<file path="src/rtl/tilegen_pkg.sv">
// Shared types and constants for the tile-generator CPU-bus loader.
// Holds the FSM encoding, the FIFO geometry and the latch-select address bit.
package tilegen_pkg;

   localparam int FIFO_DEPTH    = 4;
   localparam int PTR_W         = 2;
   localparam int CNT_W         = 3;
   localparam int LATCH_SEL_BIT = 13;

   typedef enum logic [2:0] {
      ST_IDLE    = 3'd0,
      ST_SETUP   = 3'd1,
      ST_STROBE1 = 3'd2,
      ST_STROBE2 = 3'd3,
      ST_HOLD    = 3'd4
   } state_t;

   typedef struct packed {
      logic [13:0] addr;
      logic [7:0]  data;
   } req_t;

   function automatic logic is_latch(input req_t r);
      return r.addr[LATCH_SEL_BIT];
   endfunction

endpackage

</file>
<file path="src/rtl/tilegen_loader_fifo.sv">
// Four-entry request FIFO with a registered ready flag.
// Ready reflects occupancy at the previous edge, so a full FIFO refuses a push even while popping.
module tilegen_loader_fifo
   import tilegen_pkg::*;
(
   input  logic i_clk,
   input  logic i_rst_n,
   input  logic i_push,
   input  req_t i_data,
   input  logic i_pop,
   output req_t o_head,
   output logic o_ready,
   output logic o_empty
);

   req_t             r_mem [FIFO_DEPTH];
   logic [PTR_W-1:0] r_wr_ptr;
   logic [PTR_W-1:0] r_rd_ptr;
   logic [CNT_W-1:0] r_count;
   logic [CNT_W-1:0] w_count_nxt;
   logic             r_ready;
   logic             w_push_acc;
   logic             w_pop_acc;

   assign w_push_acc = i_push && r_ready;
   assign w_pop_acc  = i_pop && (r_count != '0);

   // NOTE: every always_comb output gets a default first so no path can infer a latch.
   always_comb begin
      w_count_nxt = r_count;
      case ({w_push_acc, w_pop_acc})
         2'b10:   w_count_nxt = r_count + CNT_W'(1);
         2'b01:   w_count_nxt = r_count - CNT_W'(1);
         default: w_count_nxt = r_count;
      endcase
   end

   always_ff @(posedge i_clk or negedge i_rst_n) begin
      if (!i_rst_n) begin
         r_wr_ptr <= '0;
         r_rd_ptr <= '0;
         r_count  <= '0;
         r_ready  <= 1'b0;
      end else begin
         if (w_push_acc) r_wr_ptr <= r_wr_ptr + PTR_W'(1);
         if (w_pop_acc)  r_rd_ptr <= r_rd_ptr + PTR_W'(1);
         r_count <= w_count_nxt;
         r_ready <= (w_count_nxt < CNT_W'(FIFO_DEPTH));
      end
   end

   // NOTE: storage is not reset; the occupancy count alone decides what is valid.
   always_ff @(posedge i_clk) begin
      if (w_push_acc) r_mem[r_wr_ptr] <= i_data;
   end

   assign o_head  = r_mem[r_rd_ptr];
   assign o_ready = r_ready;
   assign o_empty = (r_count == '0);

endmodule

</file>
<file path="src/rtl/tilegen_loader.sv">
// Queues CPU writes and replays them as 4-clock CUS42/CUS43 bus cycles.
// Define TILEGEN_LOADER_VBLANK_GATE_EN to hold tile-RAM writes until VBLANK.
module tilegen_loader
   import tilegen_pkg::*;
(
   input  logic        CLK_6M,
   input  logic        RST_N,
   input  logic        REQ_VALID,
   output logic        REQ_READY,
   input  logic [13:0] REQ_ADDR,
   input  logic [7:0]  REQ_DATA,
   input  logic        VBLANK,
   output logic [12:0] CA,
   output logic [7:0]  CD_OUT,
   output logic        CD_OE,
   output logic        RCS_N,
   output logic        LATCH_N,
   output logic        WE_N,
   output logic        BUSY
);

   state_t r_state;
   state_t w_state_nxt;
   req_t   w_req;
   req_t   w_head;
   req_t   r_cur;
   logic   w_fifo_empty;
   logic   r_head_vld;
   logic   w_start;
   logic   w_pop;

   assign w_req = '{addr: REQ_ADDR, data: REQ_DATA};

   tilegen_loader_fifo u_fifo (
      .i_clk   (CLK_6M),
      .i_rst_n (RST_N),
      .i_push  (REQ_VALID),
      .i_data  (w_req),
      .i_pop   (w_pop),
      .o_head  (w_head),
      .o_ready (REQ_READY),
      .o_empty (w_fifo_empty)
   );

`ifdef TILEGEN_LOADER_VBLANK_GATE_EN
   assign w_start = r_head_vld && (is_latch(w_head) || VBLANK);
`else
   logic w_unused_vblank;
   assign w_unused_vblank = VBLANK;
   assign w_start         = r_head_vld;
`endif

   // NOTE: sequential state uses non-blocking assignments only.
   always_ff @(posedge CLK_6M or negedge RST_N) begin
      if (!RST_N) r_state <= ST_IDLE;
      else        r_state <= w_state_nxt;
   end

   // Head visibility lags one clock, so a fresh push reaches the bus two edges after acceptance.
   always_ff @(posedge CLK_6M or negedge RST_N) begin
      if (!RST_N) begin
         r_head_vld <= 1'b0;
         r_cur      <= '0;
      end else begin
         r_head_vld <= !w_fifo_empty;
         if (w_pop) r_cur <= w_head;
      end
   end

   always_comb begin
      w_state_nxt = r_state;
      w_pop       = 1'b0;
      case (r_state)
         ST_IDLE: begin
            if (w_start) begin
               w_state_nxt = ST_SETUP;
               w_pop       = 1'b1;
            end
         end
         ST_SETUP:   w_state_nxt = ST_STROBE1;
         ST_STROBE1: w_state_nxt = ST_STROBE2;
         ST_STROBE2: w_state_nxt = ST_HOLD;
         ST_HOLD: begin
            if (w_start) begin
               w_state_nxt = ST_SETUP;
               w_pop       = 1'b1;
            end else begin
               w_state_nxt = ST_IDLE;
            end
         end
         default: w_state_nxt = ST_IDLE;
      endcase
   end

   always_comb begin
      CA      = '0;
      CD_OUT  = '0;
      CD_OE   = 1'b0;
      RCS_N   = 1'b1;
      LATCH_N = 1'b1;
      WE_N    = 1'b1;
      if (r_state != ST_IDLE) begin
         CA     = r_cur.addr[LATCH_SEL_BIT-1:0];
         CD_OUT = r_cur.data;
         CD_OE  = 1'b1;
         if (is_latch(r_cur)) LATCH_N = 1'b0;
         else                 RCS_N   = 1'b0;
         WE_N = !((r_state == ST_STROBE1) || (r_state == ST_STROBE2));
      end
   end

   assign BUSY = !w_fifo_empty || (r_state != ST_IDLE);

endmodule

</file>
<file path="config.mk">
export PLATFORM = sky130hd
export DESIGN_NAME = tilegen_loader
export DESIGN_NICKNAME = d
export VERILOG_FILES = /design/src/rtl/tilegen_pkg.sv /design/src/rtl/tilegen_loader_fifo.sv /design/src/rtl/tilegen_loader.sv
export SDC_FILE = /design/constraint.sdc
export NUM_CORES = 1
export LEC_CHECK = 0
export ABC_AREA = 1
export BUFFER_PORTS_ARGS = -buffer_cell sky130_fd_sc_hd__buf_4
export CORE_MARGIN = 2
export CORE_UTILIZATION = 25
export CTS_CLUSTER_SIZE = 28
export DETAILED_ROUTE_END_ITERATION = 10
export SETUP_SLACK_MARGIN = 0.02
export SLEW_MARGIN = 10
export SYNTH_ARGS = -nofsm -noshare
export SYNTH_HDL_FRONTEND = slang
export SYNTH_SLANG_ARGS = --single-unit
</file>
<file path="constraint.sdc">
create_clock -name CLK_6M -period 2.8 [get_ports CLK_6M]
set_input_delay 0 -clock CLK_6M [delete_from_list [all_inputs] [get_ports CLK_6M]]
set_output_delay 0 -clock CLK_6M [all_outputs]
set_load 0.01 [all_outputs]
</file>
==> flow_summary.json <==
{
  "grt_usage_pct": 10.5,
  "ir_drop_mv": 0.517,
  "drc": 0,
  "die_y_um": 150,
  "drive_gt1_share_pct": 16.3,
  "postCtsSetupRepairBufs": 0,
  "hp-class": "in -> async",
  "io_pins": 53,
  "core-area_um2": 21000,
  "synth_edf_count": 88,
  "worstPathRequired_ns": 3.10,
  "crit_type": "reg -> reg",
  "ant_nets": 0,
  "grt_remaining_overflow": 0,
  "power.leakage_uw": 0.00326,
  "grt_max_degree": 47,
  "path_cells": "nor2_1 -> nand2_1 -> nand2_2 -> inv_1 -> ha_1 -> fa_1 -> or2_2 -> nand3_1 -> nand2_1 -> nand2_1 -> inv_1",
  "postRouteWirelength_mm": 11.0,
  "area_delta_synth_final_pct": 27.9,
  "multi_input_area_um2": 1260,
  "clock-sinks": 122,
  "dp_cells": 871,
  "period_needed_ns": 2.04,
  "syn-num-nets": 588,
  "power_density_nw_per_um2": 1080,
  "cp_slowest_cell": "dfrtp_1",
  "setup_tns_ns": 0,
  "max-cap-violations": 0,
  "rsz0062_at_grt": "no",
  "vias": 3535,
  "yosys_warnings": 0,
  "grt_pass1_wl_mm": 18.0,
  "antenna_found_initial": 3,
  "setup_viol": 0,
  "final_max_slew_viol_count": 0,
  "dr.pass1.iters": 8,
  "htreeDepth": 4,
  "cp-end-kind": "flip-flop",
  "outcome": "complete, no violations",
  "gp_congestion": 0.685,
  "synthArstFlopShare_pct": 27.9,
  "worst_path_largest_cell_delay_ns": 0.42,
  "cp_data_arrival_time_ns": 2.34,
  "clk_latency_ns": 0.40,
  "maxSlewHeadroom_pct": 44.6,
  "rows": 53,
  "cts_tree": "done",
  "dieArea_um2": 22600,
  "yosysUniqueCellTypes": 21,
  "cts-root-buf": "clkbuf_16",
  "layout_setup_ws_ns": 0.758,
  "synth_area_um2": 5360,
  "r2r_setup_slack_ns": 0.76,
  "path_clk_slew_ns": 0.06,
  "syn_inst": 556,
  "crit_top_cell": "nand2_1",
  "synth-seq-cells": 122,
  "clk_path_buf_depth": 2,
  "final-instance-count-excl-fill": 929,
  "fmax_mhz": 490,
  "fin_nets": 670,
  "vias_per_cell": 3.81,
  "yosysSeqAreaShare_pct": 65.1,
  "pre_cts_ws_ns": 0.748,
  "fillers": 2125,
  "routedWlPerCell_um": 11.8,
  "ys.flop_type": "edfxtp_1",
  "cts_hold_buf": 23,
  "start_util_pct": 25.5,
  "regArea_um2": 3490,
  "post-dp-hpwl_mm": 6.80,
  "grt_pass1_vias": 3490,
  "portBuffers": 51,
  "hold_viol_final": 0,
  "crit_path_max_fanout": 4,
  "fin_crit_sh_pct": 72.9,
  "clock_skew_ns": 0.00584,
  "worst-r2r-cell-count": 11,
  "startpoint_type": "flip-flop",
  "numCtsBuffers": 17,
  "die_x_um": 150,
  "tightest_slew_ns": 0.829,
  "synth.avg_cell_area_um2": 9.65,
  "cts-resized-gates": 0,
  "drt_iter0_drc": 206
}
synth_stat cells, types with 2 or more instances:
cell,n,area (um^2)
nand2_1,193,724
inv_1,122,458
edfxtp_1,88,2640
nand3_1,46,230
dfrtp_1,34,851
nor2_1,30,113
buf_2,8,40.0
buf_4,7,52.6
buf_6,5,56.3
ha_1,5,62.6
inv_2,4,15.0
nand2_2,2,12.5
nor2_4,2,22.5
or2_2,2,12.5
xnor2_1,2,17.5
where the power goes:
group | leakage (uW) | internal (uW) | switching (uW)
logic | 0.00176 | 944 | 1650
registers | 0.00122 | 2430 | 198
clock network | 0.000281 | 1400 | 777
total | 0.00326 | 4770 | 2620
flip-flops by register name, indices dropped and copies added (netlist names), named ones only:
name             flops
u_fifo.r_mem        88
r_cur               22
r_state              3
u_fifo.r_count       2
u_fifo.r_rd_ptr      2
u_fifo.r_wr_ptr      2
r_head_vld           1
u_fifo.o_ready       1
layout by cell type (no fill, tap or decap), types with 2 or more instances in the layout:
cell and n:
dlygate4sd3_1 23, clkinv_4 4, bufinv_16 3, nor2_4 2
diode_2 3, nor2_1 26, edfxtp_1 88, inv_1 122
dfrtp_1 34, clkinvlp_4 5, or2_2 2, nand2_2 2
nand2_1 193, nand3_1 46, clkinv_2 3, ha_1 5
buf_4 60, inv_2 4, nor2_2 4, xnor2_1 2
clkbuf_16 17
logic make-up (layout without fill, tap and decap cells):
family                   after synthesis  in the layout  synth area share, %
buffers and inverters                146            241                 11.6
AO/OA/AOI/OAI                          3              3                0.327
XOR/XNOR                               3              3                0.490
other                                  0              3                    0
flip-flops                           122            122                 65.1
adder cells (fa/ha/maj)                6              6                 1.54
AND/OR/NAND/NOR                      276            276                 20.9
layout make-up:
cell class	count	share of cell area, %
repair buffers	83	9.92
well taps	275	5.02
multi-input cells	288	18.3
flip-flops and latches	122	50.9
clock inverters	15	2.59
inverters	126	6.90
clock buffers	17	6.20
diodes	3	0.109
worst max-delay path, delay by kind of cell (launching register included):
family | cells | cell delay, ns
buffers and inverters | 2 | 0.10
adders and majority gates | 2 | 0.60
and+or+nand+nor | 7 | 0.82
DFF | 1 | 0.42
layer usage:
metal  up-vias  share of wire [%]  track usage [%]
met5         -                  0                0
met4         0                1.8             4.39
met3        14                5.1             3.21
met2        74                 47             16.8
met1      1589                 47             13.1
li1       1858                  -                -
stage by stage:
step	instance area [um^2]	utilization (%)	hold slack [ns]	total power, uW
floorplan	5360	-	-0.296	4440
global placement	6020	28.6	-0.0122	5240
detailed placement	6020	28.6	-0.0117	5290
CTS	6850	32.6	0.0933	7500
global route	6860	32.6	0.130	7980
finish	6860	32.6	0.0841	7390
path summary, 6_finish.rpt:
| kind | from | to |
|---|---|---|
| max reg2reg | u_fifo.r_count[0] | u_fifo.o_ready |
| min reg2reg | r_cur[2] | r_cur[2] |
| min | RST_N | u_fifo.o_ready |
| min in group CLK_6M | REQ_VALID | u_fifo.r_wr_ptr[1] |
| max | u_fifo.r_count[0] | u_fifo.o_ready |
| max in group asynchronous | RST_N | r_cur[21] |
(Power assumes the default switching activity.)
